`config.mk`:
```
export PLATFORM = sky130hd
export DESIGN_NAME = move_sequencer_flat
export DESIGN_NICKNAME = d
export VERILOG_FILES = /design/src/rtl/move_sequencer_pkg.sv /design/src/rtl/move_sequencer_if.sv /design/src/rtl/move_sequencer_xfer_timer.sv /design/src/rtl/move_sequencer.sv /design/src/flat_wrapper.sv
export SDC_FILE = /design/constraint.sdc
export NUM_CORES = 1
export LEC_CHECK = 0
export ABC_AREA = 1
export CAP_MARGIN = 25
export CORE_ASPECT_RATIO = 1.5
export CORE_MARGIN = 4
export CORE_UTILIZATION = 51
export CTS_BUF_LIST = sky130_fd_sc_hd__clkbuf_8
export DETAILED_ROUTE_END_ITERATION = 16
export PLACE_DENSITY = 0.87
export RECOVER_POWER = 25
export SLEW_MARGIN = 20
export SYNTH_ARGS = -nofsm -noshare
export SYNTH_HDL_FRONTEND = slang
export SYNTH_SLANG_ARGS = --single-unit
```
`constraint.sdc`:
```
create_clock -name clk -period 3.9 [get_ports clk]
set_clock_uncertainty 0.05 [all_clocks]
set_input_delay 0.585 -clock clk [delete_from_list [all_inputs] [get_ports clk]]
set_output_delay 0.585 -clock clk [all_outputs]
set_load 0.02 [all_outputs]
```
`src/rtl/move_sequencer_pkg.sv`:
```
// Shared constants and FSM state encoding for the move sequencer.
package move_sequencer_pkg;
    localparam int DATA_WIDTH = 16;
    localparam logic [DATA_WIDTH-1:0] IMM_DEVICE = '0;

    typedef enum logic [2:0] {
        S_SDEV  = 3'd0,
        S_SADDR = 3'd1,
        S_TDEV  = 3'd2,
        S_TADDR = 3'd3,
        S_READ  = 3'd4,
        S_WRITE = 3'd5
    } state_t;
endpackage

```
`src/rtl/move_sequencer_if.sv`:
```
// Instruction stream, device read/write channels and status of the move sequencer.
interface move_sequencer_if;
    import move_sequencer_pkg::*;

    logic                  ir_valid;
    logic [DATA_WIDTH-1:0] ir;
    logic                  ir_ready;
    logic                  rd_req;
    logic [DATA_WIDTH-1:0] rd_device;
    logic [DATA_WIDTH-1:0] rd_address;
    logic                  rd_ack;
    logic [DATA_WIDTH-1:0] rd_data;
    logic                  wr_req;
    logic [DATA_WIDTH-1:0] wr_device;
    logic [DATA_WIDTH-1:0] wr_address;
    logic [DATA_WIDTH-1:0] wr_data;
    logic                  wr_ack;
    logic                  busy;
    logic                  done;
    logic                  err;

    modport master (
        input  ir_valid, ir, rd_ack, rd_data, wr_ack,
        output ir_ready, rd_req, rd_device, rd_address,
               wr_req, wr_device, wr_address, wr_data, busy, done, err
    );

    modport slave (
        output ir_valid, ir, rd_ack, rd_data, wr_ack,
        input  ir_ready, rd_req, rd_device, rd_address,
               wr_req, wr_device, wr_address, wr_data, busy, done, err
    );
endinterface

```
`src/rtl/move_sequencer_xfer_timer.sv`:
```
// Saturating wait counter for the read/write phases; expired flags the last allowed cycle.
module xfer_timer #(
    parameter int TIMEOUT = 64
) (
    input  logic clk,
    input  logic rst_n,
    input  logic clear,
    input  logic run,
    output logic expired
);
    localparam int TW = (TIMEOUT > 0) ? $clog2(TIMEOUT + 1) : 1;
    localparam logic [TW-1:0] LAST = TW'((TIMEOUT > 0) ? TIMEOUT - 1 : 0);

    logic [TW-1:0] count_q;

    always_ff @(posedge clk or negedge rst_n) begin
        if (!rst_n) begin
            count_q <= '0;
        end else if (clear) begin
            count_q <= '0;
        end else if (run && (count_q != '1)) begin
            count_q <= count_q + 1'b1;
        end
    end

    assign expired = (TIMEOUT != 0) && run && (count_q == LAST);
endmodule

```
`src/rtl/move_sequencer.sv`:
```
// Fetches a four-word move instruction, reads one word from the source device
// (or takes it as immediate data) and writes it to the target device.
module move_sequencer
    import move_sequencer_pkg::*;
#(
    parameter int TIMEOUT = 64
) (
    input  logic             clk,
    input  logic             rst_n,
    move_sequencer_if.master bus
);
    state_t                state_q, state_d;
    logic [DATA_WIDTH-1:0] src_dev_q, src_addr_q, dst_dev_q, dst_addr_q, data_q;
    logic                  done_q, err_q, done_d, err_d;
    logic                  fetching, accept, timer_clear, timer_run, expired;

    assign fetching  = (state_q == S_SDEV) || (state_q == S_SADDR) ||
                       (state_q == S_TDEV) || (state_q == S_TADDR);
    assign accept    = bus.ir_valid && fetching;
    assign timer_run = (state_q == S_READ) || (state_q == S_WRITE);

    xfer_timer #(.TIMEOUT(TIMEOUT)) u_timer (
        .clk     (clk),
        .rst_n   (rst_n),
        .clear   (timer_clear),
        .run     (timer_run),
        .expired (expired)
    );

    always_ff @(posedge clk or negedge rst_n) begin
        if (!rst_n) begin
            state_q <= S_SDEV;
            done_q  <= 1'b0;
            err_q   <= 1'b0;
        end else begin
            state_q <= state_d;
            done_q  <= done_d;
            err_q   <= err_d;
        end
    end

    // An ack in the expiry cycle takes priority over the timeout abort.
    always_comb begin
        state_d     = state_q;
        timer_clear = 1'b0;
        done_d      = 1'b0;
        err_d       = 1'b0;
        case (state_q)
            S_SDEV:  if (accept) state_d = S_SADDR;
            S_SADDR: if (accept) state_d = S_TDEV;
            S_TDEV:  if (accept) state_d = S_TADDR;
            S_TADDR: begin
                if (accept) begin
                    state_d     = (src_dev_q == IMM_DEVICE) ? S_WRITE : S_READ;
                    timer_clear = 1'b1;
                end
            end
            S_READ: begin
                if (bus.rd_ack) begin
                    state_d     = S_WRITE;
                    timer_clear = 1'b1;
                end else if (expired) begin
                    state_d = S_SDEV;
                    err_d   = 1'b1;
                end
            end
            S_WRITE: begin
                if (bus.wr_ack) begin
                    state_d = S_SDEV;
                    done_d  = 1'b1;
                end else if (expired) begin
                    state_d = S_SDEV;
                    err_d   = 1'b1;
                end
            end
            default: state_d = S_SDEV;
        endcase
    end

    always_ff @(posedge clk or negedge rst_n) begin
        if (!rst_n) begin
            src_dev_q  <= '0;
            src_addr_q <= '0;
            dst_dev_q  <= '0;
            dst_addr_q <= '0;
            data_q     <= '0;
        end else begin
            if (accept) begin
                case (state_q)
                    S_SDEV:  src_dev_q <= bus.ir;
                    S_SADDR: begin
                        src_addr_q <= bus.ir;
                        if (src_dev_q == IMM_DEVICE) data_q <= bus.ir;
                    end
                    S_TDEV:  dst_dev_q  <= bus.ir;
                    S_TADDR: dst_addr_q <= bus.ir;
                    default: ;
                endcase
            end
            if ((state_q == S_READ) && bus.rd_ack) data_q <= bus.rd_data;
        end
    end

    assign bus.ir_ready   = fetching;
    assign bus.busy       = (state_q != S_SDEV);
    assign bus.rd_req     = (state_q == S_READ);
    assign bus.wr_req     = (state_q == S_WRITE);
    assign bus.rd_device  = src_dev_q;
    assign bus.rd_address = src_addr_q;
    assign bus.wr_device  = dst_dev_q;
    assign bus.wr_address = dst_addr_q;
    assign bus.wr_data    = data_q;
    assign bus.done       = done_q;
    assign bus.err        = err_q;
endmodule

```
`src/flat_wrapper.sv`:
```
// flat-port wrapper written by rule: the top's interface ports become plain ports
module move_sequencer_flat import move_sequencer_pkg::*;
#(
    parameter int TIMEOUT = 64
)
  (clk, rst_n, bus_ir_valid, bus_ir, bus_rd_ack, bus_rd_data, bus_wr_ack, bus_ir_ready, bus_rd_req, bus_rd_device, bus_rd_address, bus_wr_req, bus_wr_device, bus_wr_address, bus_wr_data, bus_busy, bus_done, bus_err);
  move_sequencer_if bus_i ();
  input  logic clk;
  input  logic rst_n;
  input wire logic [$bits(bus_i.ir_valid)-1:0] bus_ir_valid;
  input wire logic [$bits(bus_i.ir)-1:0] bus_ir;
  input wire logic [$bits(bus_i.rd_ack)-1:0] bus_rd_ack;
  input wire logic [$bits(bus_i.rd_data)-1:0] bus_rd_data;
  input wire logic [$bits(bus_i.wr_ack)-1:0] bus_wr_ack;
  output wire logic [$bits(bus_i.ir_ready)-1:0] bus_ir_ready;
  output wire logic [$bits(bus_i.rd_req)-1:0] bus_rd_req;
  output wire logic [$bits(bus_i.rd_device)-1:0] bus_rd_device;
  output wire logic [$bits(bus_i.rd_address)-1:0] bus_rd_address;
  output wire logic [$bits(bus_i.wr_req)-1:0] bus_wr_req;
  output wire logic [$bits(bus_i.wr_device)-1:0] bus_wr_device;
  output wire logic [$bits(bus_i.wr_address)-1:0] bus_wr_address;
  output wire logic [$bits(bus_i.wr_data)-1:0] bus_wr_data;
  output wire logic [$bits(bus_i.busy)-1:0] bus_busy;
  output wire logic [$bits(bus_i.done)-1:0] bus_done;
  output wire logic [$bits(bus_i.err)-1:0] bus_err;
  assign bus_i.ir_valid = bus_ir_valid;
  assign bus_i.ir = bus_ir;
  assign bus_i.rd_ack = bus_rd_ack;
  assign bus_i.rd_data = bus_rd_data;
  assign bus_i.wr_ack = bus_wr_ack;
  assign bus_ir_ready = bus_i.ir_ready;
  assign bus_rd_req = bus_i.rd_req;
  assign bus_rd_device = bus_i.rd_device;
  assign bus_rd_address = bus_i.rd_address;
  assign bus_wr_req = bus_i.wr_req;
  assign bus_wr_device = bus_i.wr_device;
  assign bus_wr_address = bus_i.wr_address;
  assign bus_wr_data = bus_i.wr_data;
  assign bus_busy = bus_i.busy;
  assign bus_done = bus_i.done;
  assign bus_err = bus_i.err;
  move_sequencer #(.TIMEOUT(TIMEOUT)) u_core (.clk(clk), .rst_n(rst_n), .bus(bus_i));
endmodule
```
; ---- Word-level counts from Yosys, hierarchy flattened
; Index checks and enable logic that the tools add are counted.
[word_totals]
out_inout_bits = 86
input_bits = 37
elab_cells = 66
register_bits = 92
[classes]
add_sub_neg = 1
mux = 24
eq_ne = 11
n_reduce_logical = 21
[op_table]
columns = op, count
row1 = $mux W16, 4
row2 = $mux W3, 7
row3 = $pmux W3 S6, 1
row4 = $logic_not A16 Y1, 1
row5 = $mux W7, 2
row6 = $mux W1, 8
row7 = $ne A2 B1 Y1 const B, 4
row8 = $reduce_and A2 Y1, 4
row9 = $reduce_bool A2 Y1, 4
row10 = $add A7 B1 Y7 const B, 1
row11 = $eq A7 B6 Y1 const B, 1
row12 = $ne A7 B7 Y1 const B, 1
row13 = $eq A3 B2 Y1 const B, 2
row14 = $eq A3 B3 Y1 const B, 2
row15 = $logic_and A1 B1 Y1, 4
row16 = $logic_or A1 B1 Y1, 4
row17 = $pmux W1 S2, 2
row18 = $reduce_and A4 Y1, 1
row19 = $eq A3 B1 Y1 const B, 1
row20 = $logic_not A3 Y1, 1
row21 = $reduce_and A3 Y1, 1
row22 = $reduce_bool A3 Y1, 1

; ---- Depth between registers and ports, before layout
; Gate-level depths: netlist (run 1).
[depth]
word_depth = 8
ltp_mapped = 10
ltp_nobuf = 9

; ---- Cells and area by module
; Synthesis (run 1) repeated with hierarchy kept, for this count alone.
[hier_totals]
hier_cells = 444
area_unflattened_um2 = 3948.8
[modules_own_cells]
columns = module, area_per_inst_um2, instances, cells_each
row1 = move_sequencer, 3542.1, 1, 390
row2 = xfer_timer, 406.6, 1, 54

; ---- Worst setup path after synthesis (run 1)
; No wires, ideal clock.
[synth_timing]
kind = reg-to-output
startpoint = register u_core.state_q[1]
endpoint = output port bus_wr_req
path_stages_with_launch = 4
arrival_ns = 0.919
path_buffers = 0
path_slack_ns = 2.346
required_time_ns = 3.265
cell_sequence = dfrtp_1 > inv_1 > nand2_2 > nor2_1
[synth_via]
elab_chain_len = 1
[synth_rtl]
columns = element, line_no
row1 = "start, declared", move_sequencer.sv:12  ; state_t state_q, state_d;
row2 = "start signal, assigned", move_sequencer.sv:36  ; state_q <= state_d;
row3 = $eq A3 B3 Y1, move_sequencer.sv:107  ; assign bus.wr_req = (state_q == S_WRITE);
row4 = "end, declared", flat_wrapper.sv:19  ; output wire logic [$bits(bus_i.wr_req)-1:0] bus_wr_req;
; No other way between the ends.

; ---- Final worst setup path (run 1)
[layout_timing]
startpoint = register u_core.state_q[1]
endpoint = output port bus_rd_req
[layout_via]
elab_chain_len = 1
[layout_rtl]
columns = element, line_no
row1 = $eq A3 B3 Y1, move_sequencer.sv:106  ; assign bus.rd_req = (state_q == S_READ);
row2 = "end, declared", flat_wrapper.sv:16  ; output wire logic [$bits(bus_i.rd_req)-1:0] bus_rd_req;
; No other way between the ends.

==> metrics.log, run 1 <==
[metrics] run status: finished, violations left
[metrics] failing checks: max-capacitance violations, max-slew violations
[metrics] synthesized flop and latch total: 92
[metrics] Top Ports: 123
[metrics] average wire per cell in the routed design: 16.2 um
[metrics] area share of the largest cell type after synthesis: 0.597
[metrics] total congestion overflow after global routing: 0
[metrics] count of clock tree sinks: 92
[metrics] number of buffers added for setup after CTS: 0
[metrics] Max transition margin: -0.129
[metrics] final number of max-transition violations: 72
[metrics] path class of the lowest-slack min-delay path: reg2reg
[metrics] PnR Total Power: 0.00444 W
[metrics] overall track demand over capacity in global routing: 0.246
[metrics] TritonCTS buffer count: 9
[metrics] commonest register cell after synthesis: dfrtp_1
[metrics] clock network latency to the later pin of the worst-skew pair: 0.36 ns
[metrics] WP data required: 3.26 ns
[metrics] initial core utilization: 0.530
[metrics] Synth area leader: dfrtp_1
[metrics] initial antenna violation count: 0
[metrics] number of global-route vias before repair: 3389
[metrics] Sequential Area: 2300 um2
[metrics] main combinational cell family by area after synthesis: simple AND/OR/NAND/NOR gates
[metrics] synth warn: 0
[metrics] Post-Synthesis Cells: 438
[metrics] start-to-end type of the worst setup path: reg2out
[metrics] ANT cells: 0
[metrics] instance area after placement: 5120 um2
[metrics] share of the cycle needed by the critical path after routing: 0.625
[metrics] worst-case clock buffer depth: 2
[metrics] post-synthesis mux area share: 0
[metrics] first-pass GRT wire length: 16900 um
[metrics] Iteration-0 DRC Markers: 311
[metrics] Total Wirelength: 10700 um
[metrics] xor and xnor fraction of the mapped netlist area: 0.00227
[metrics] sequential element share of the synthesized area: 0.597
[metrics] port bufs: 122
[metrics] highest achievable clock rate: 0.410 GHz
[metrics] shortest period the worst path allows: 2.44 ns
[metrics] Chip Height: 114 um
[metrics] multi-input combinational cell area: 1330 um2
[metrics] Synth Cell Area: 3850 um2
[metrics] number of maximum-capacitance constraint violations: 1
[metrics] leading post-synthesis cells by instance count: 134 x nand2_1, 92 x dfrtp_1, 66 x o21ai_0, 32 x nor2_1, 31 x inv_1
[metrics] final net count: 592
[metrics] Arrival @ worst endpoint: 1.80 ns
[metrics] fin area: 5320 um2
[metrics] final setup violating endpoints: 0
[metrics] crit start category: register
[metrics] Root Buffer Master: clkbuf_8
[metrics] post-synthesis async set-or-reset flop share: 1.00
[metrics] adder and majority cell fraction of the synthesized area: 0.00325
[metrics] routability congestion estimate from global placement: 0.857
[metrics] total negative slack for setup checks: 0 ns
[metrics] total via count after detailed routing: 3448
[metrics] post-cts resize count: 0
[metrics] fraction of final layout cells with drive strength greater than 1: 0.0537
[metrics] unrepaired setup endpoints after global routing: no
[metrics] fillers: 538
[metrics] top cells by area in the synthesized netlist: dfrtp_1 60%, nand2_1 13%, o21ai_0 8.6%, nand3_1 3.2%, nor2_1 3.1%
[metrics] post-route ant nets: 0
[metrics] compound-cell area share of the yosys netlist: 0.116
[metrics] EDFF count, synth: 0
[metrics] largest vdd supply drop: 0.000434 V
[metrics] number of hold buffers added after CTS: 0
[metrics] Detailed Place HPWL: 7720 um
[metrics] syn_area_per_cell: 8.80 um2
[metrics] PwrDens: 835 nW/um2
[metrics] post-CTS clock slew at the launch and capture registers of the worst setup and hold paths: 0.08 ns
[metrics] Pre-Repair DR Iteration Count: 4
[metrics] transition at the pin with the smallest max-transition slack: 1.69 ns
[metrics] Std-Cell Core Area: 7270 um2
[metrics] endpoints failing hold: 0
[metrics] Total Die Area: 9040 um2
[metrics] layout overhead on the synthesized area: 38.0%
[metrics] row cnt: 38
[metrics] number of H-tree levels: 3
[metrics] maximum fanout along the worst path: 6
[metrics] clock tree from TritonCTS: yes
[metrics] Hold Worst Slack: 0.435 ns
[metrics] simple logic cell fraction of the synthesized area: 0.223
[metrics] horizontal die dimension: 79.0 um
[metrics] net count after synthesis: 476
[metrics] critical path endpoint category: output port
[metrics] final routed DRC violation total: 0
[metrics] leakage power of the design: 2.57 nW
[metrics] number of distinct library cells after synthesis: 26
[metrics] maximum number of pins on one net before global-route repair: 72
[metrics] library cell with the highest instance count after synthesis: nand2_1
[metrics] vias per inst: 5.23
## power breakdown
part | internal, W | leakage (nW) | total [W] | switching, W
combinational | 0.000944 | 1.29 | 0.00213 | 0.00118
clock | 0.000327 | 0.107 | 0.000651 | 0.000324
sequential | 0.00137 | 1.17 | 0.00166 | 0.000292
## cells in the final DEF, fill, tap and decap left out, types with 2 or more instances in the layout
cell | netlist | layout
a21oi_1 | 18 | 18
buf_4 | 2 | 2
clkbuf_8 | 0 | 11
clkdlybuf4s50_1 | 0 | 120
clkinv_2 | 0 | 2
dfrtp_1 | 92 | 92
inv_1 | 31 | 32
inv_2 | 3 | 3
nand2_1 | 134 | 134
nand2_2 | 2 | 2
nand2_4 | 2 | 2
nand3_1 | 25 | 25
nand4_1 | 3 | 3
nor2_1 | 32 | 32
o21ai_0 | 66 | 66
## worst paths after layout
path / from / endpoint / slack [ns] / cells after the start
worst max register to register: u_core.state_q[1]$_DFFE_PN0P_ / u_core.bus.wr_device[7]$_DFFE_PN0P_ / 1.91 / 4
worst max-delay path: u_core.state_q[1]$_DFFE_PN0P_ / bus_rd_req / 1.46 / 4
worst min register to register: u_core.bus.wr_address[1]$_DFFE_PN0P_ / u_core.bus.wr_address[1]$_DFFE_PN0P_ / 0.44 / 2
worst min-delay path: u_core.bus.wr_address[1]$_DFFE_PN0P_ / u_core.bus.wr_address[1]$_DFFE_PN0P_ / 0.44 / 2
min in group asynchronous: rst_n / u_core.bus.wr_address[5]$_DFFE_PN0P_ / 0.61 / 1
max in group asynchronous: rst_n / u_core.bus.wr_device[8]$_DFFE_PN0P_ / 2.10 / 2
## per-layer routing
layer	GRT usage	routed length [um]
met1	0.294	4150
met2	0.412	5430
met3	0.0559	644
met4	0.128	469
met5	0	0
## per-stage QoR
step	setup slack, ns	std cells	utilization
2_1_floorplan	2.35	438	-
3_3_place_gp	1.61	643	0.703
3_5_place_dp	1.48	643	0.703
4_1_cts	1.45	659	0.731
5_1_grt	1.34	659	0.731
6_report	1.46	659	0.731
## cell families (layout without fill, tap and decap cells)
logic type	count (synthesis)	count (layout)
simple gates	203	203
flops	92	92
compound gates	88	88
buf+inv	53	174
fa+ha+maj	1	1
xor+xnor	1	1
## layout make-up
type                    instances  share of cell area
clock buffers                  11              0.0285
clock inverters                 5             0.00965
inverters                      34              0.0240
multi-input cells             293               0.250
flip-flops and latches         92               0.433
well taps                     100              0.0235
repair buffers                124               0.232
## flip-flops by register name, summed over array words and instances (netlist names)
| register | flops |
|---|---|
| u_core.bus.rd_address | 16 |
| u_core.bus.rd_device | 16 |
| u_core.bus.wr_address | 16 |
| u_core.bus.wr_data | 16 |
| u_core.bus.wr_device | 16 |
| u_core.u_timer.count_q | 7 |
| u_core.state_q | 3 |
| u_core.bus.done | 1 |
| u_core.bus.err | 1 |
## critical path, stage by stage (launching register included)
cell and delay, ns:
dfrtp_1 0.44, inv_1 0.11, nand2_2 0.12, nor2_4 0.15
clkdlybuf4s50_1 0.62
Power figures use the tool's default switching activity.
==> inputs of run 2 (changes only) <==
- CORE_UTILIZATION: 51 -> 48
- PLACE_DENSITY: 0.87 -> 0.83
- clock period: 3.9 -> 2.4 ns (I/O delays scaled with it)
==> run 2 against run 1 <==
The flow now finishes without violations. Power grew 65%. Non-clock buffer count grew 4. Via count shrank 0.73%. Clock power grew 77%. Cell count grew 0.76%. Die area grew 5.7%. Cell area grew 1.3%. Highest routed layer unchanged. Sequential power grew 61%. Critical path depth is the same. Sequential share of layout area shrank 0.55 points. Critical endpoint is now bus_wr_req. Hold slack gained 0.0058 ns. Flip-flop and latch count is the same.
==> metrics.log, run 2 (same netlist as run 1, synthesis figures left out) <==
[metrics] final number of max-transition violations: 0 (-100%)
[metrics] maximum fanout along the worst path: 6 (unchanged)
[metrics] final setup violating endpoints: 0 (unchanged)
[metrics] total internal power: 0.00441 W (+67%)
[metrics] endpoints failing hold: 0 (unchanged)
[metrics] post-route ant nets: 0 (unchanged)
[metrics] Detailed Place HPWL: 7910 um (+2.4%)
[metrics] leakage power of the design: 2.59 nW (+1.0%)
[metrics] routability congestion estimate from global placement: 0.868 (+1.3%)
[metrics] TritonCTS buffer count: 9 (unchanged)
[metrics] initial core utilization: 0.500 (-0.0299)
[metrics] average wire per cell in the routed design: 16.2 um (-0.44%)
[metrics] final routed DRC violation total: 0 (unchanged)
[metrics] switching part of the total: 0.397 (-0.00810)
[metrics] Chip Height: 118 um (+2.9%)
[metrics] clock tree from TritonCTS: yes
[metrics] ANT cells: 0 (unchanged)
[metrics] horizontal die dimension: 81.2 um (+2.8%)
[metrics] clock network fraction of design power: 0.158 (+0.011)
[metrics] critical path endpoint category: output port
[metrics] most frequent cells in the layout: 134 x nand2_1, 121 x clkdlybuf4s50_1, 92 x dfrtp_1, 66 x o21ai_0, 32 x nor2_1
[metrics] row cnt: 39 (+2.6%)
[metrics] post-cts resize count: 0 (unchanged)
[metrics] number of H-tree levels: 3 (unchanged)
[metrics] number of global-route vias before repair: 3242 (-4.3%)
[metrics] Total Wirelength: 10700 um (+0.32%)
[metrics] Std-Cell Core Area: 7710 um2 (+6.0%)
[metrics] most common cell after layout, fill and taps aside: nand2_1
[metrics] fraction of final layout cells with drive strength greater than 1: 0.0587 (+0.00505)
[metrics] run status: completed
[metrics] number of buffers added for setup after CTS: 0 (unchanged)
[metrics] total negative slack for setup checks: 0 ns (unchanged)
[metrics] Iteration-0 DRC Markers: 261 (-16%)
[metrics] post-CTS clock slew at the launch and capture registers of the worst setup and hold paths: 0.08 ns (about the same)
[metrics] Pre-Repair DR Iteration Count: 5 (+1)
[metrics] first-pass GRT wire length: 16800 um (-0.53%)
[metrics] Total Die Area: 9560 um2 (+5.7%)
[metrics] total via count after detailed routing: 3423 (-0.73%)
[metrics] share of the cycle needed by the critical path after routing: 0.926
[metrics] Root Buffer Master: clkbuf_8
[metrics] number of hold buffers added after CTS: 1 (+1)
[metrics] unrepaired setup endpoints after global routing: no
[metrics] Max transition margin: 0.209 (+0.338)
[metrics] layout overhead on the synthesized area: 39.7%
[metrics] port bufs: 122 (unchanged)
[metrics] transition at the pin with the smallest max-transition slack: 1.19 ns (-0.507 ns)
[metrics] crit start category: register
[metrics] count of clock tree sinks: 92 (unchanged)
[metrics] Gate power share: 0.476 (-0.003)
[metrics] worst-case clock buffer depth: 2 (unchanged)
[metrics] total congestion overflow after global routing: 0 (unchanged)
[metrics] WP data required: 1.99 ns (-1.27 ns)
[metrics] Top Ports: 123 (unchanged)
[metrics] switching power of the nets: 0.00291 W (+62%)
[metrics] path class of the lowest-slack min-delay path: reg2reg
[metrics] proportion of power drawn by flip-flops and latches: 0.366 (-0.008)
[metrics] overall track demand over capacity in global routing: 0.236 (-0.00994)
[metrics] shortest period the worst path allows: 2.22 ns
[metrics] clock network latency to the later pin of the worst-skew pair: 0.36 ns (about the same)
[metrics] final net count: 596 (+0.68%)
[metrics] initial antenna violation count: 0 (unchanged)
[metrics] largest vdd supply drop: 0.000722 V (+66%)
[metrics] start-to-end type of the worst setup path: reg2out
[metrics] PwrDens: 1360 nW/um2 (+63%)
[metrics] highest achievable clock rate: 0.450 GHz
[metrics] Arrival @ worst endpoint: 1.81 ns (about the same)
[metrics] vias per inst: 5.16 (-1.5%)
[metrics] instance area after placement: 5150 um2 (+0.73%)
[metrics] number of maximum-capacitance constraint violations: 0 (-1)
[metrics] maximum number of pins on one net before global-route repair: 49 (-32%)
[metrics] fin area: 5390 um2 (+1.3%)
## run 2: final timing paths
kind	end	from	slack, ns	cells after the start
min in group asynchronous	u_core.bus.wr_address[10]$_DFFE_PN0P_	rst_n	0.72	2
min reg2reg	u_core.bus.wr_address[2]$_DFFE_PN0P_	u_core.bus.wr_address[2]$_DFFE_PN0P_	0.44	2
min	u_core.bus.wr_address[2]$_DFFE_PN0P_	u_core.bus.wr_address[2]$_DFFE_PN0P_	0.44	2
max in group asynchronous	u_core.bus.rd_device[14]$_DFFE_PN0P_	rst_n	0.76	3
max reg2reg	u_core.u_timer.count_q[2]$_DFFE_PN0P_	u_core.u_timer.count_q[0]$_DFFE_PN0P_	0.52	7
max	bus_wr_req	u_core.state_q[1]$_DFFE_PN0P_	0.18	4
## run 2: worst max-delay path: stages (launching register included)
cell and delay (ns):
dfrtp_1 0.45, inv_1 0.11, nand2_2 0.12, nor2_1 0.15, clkdlybuf4s50_1 0.63
## run 2: power by group through the flow
stage	logic [W]	clock network [W]	registers, W
4_1_cts	0.00352	0.00117	0.00268
3_5_place_dp	0.00351	0	0.00269
5_1_grt	0.00376	0.00124	0.00276
2_1_floorplan	0.00104	0	0.00340
6_report	0.00348	0.00115	0.00268
3_3_place_gp	0.00341	0	0.00267
## run 2: layout make-up
class	instances	area, um2
clock buffers	11	151
clock inverters	4	72.6
fillers	618	2320
inverters	34	128
multi-input cells	293	1330
flip-flops and latches	92	2300
well taps	102	128
repair buffers	128	1280
## run 2: stage by stage
stage | hold WS (ns) | instances | util | setup WS, ns | power [W]
after CTS | 0.445 | 664 | 0.699 | 0.173 | 0.00737
after detailed placement | 0.364 | 648 | 0.668 | 0.369 | 0.00620
after global placement | 0.359 | 648 | 0.668 | 0.435 | 0.00608
after floorplan | 0.0144 | 438 | - | 0.865 | 0.00444
final | 0.441 | 664 | 0.698 | 0.177 | 0.00732
after global routing | 0.462 | 664 | 0.698 | 0.0727 | 0.00776
## run 2: routing by layer
layer / routed length [um] / track usage / vias up
li1: - / - / 1646
met1: 4120 / 0.286 / 1593
met2: 5670 / 0.402 / 148
met3: 535 / 0.0276 / 36
met4: 400 / 0.124 / 0
met5: 0 / 0 / -
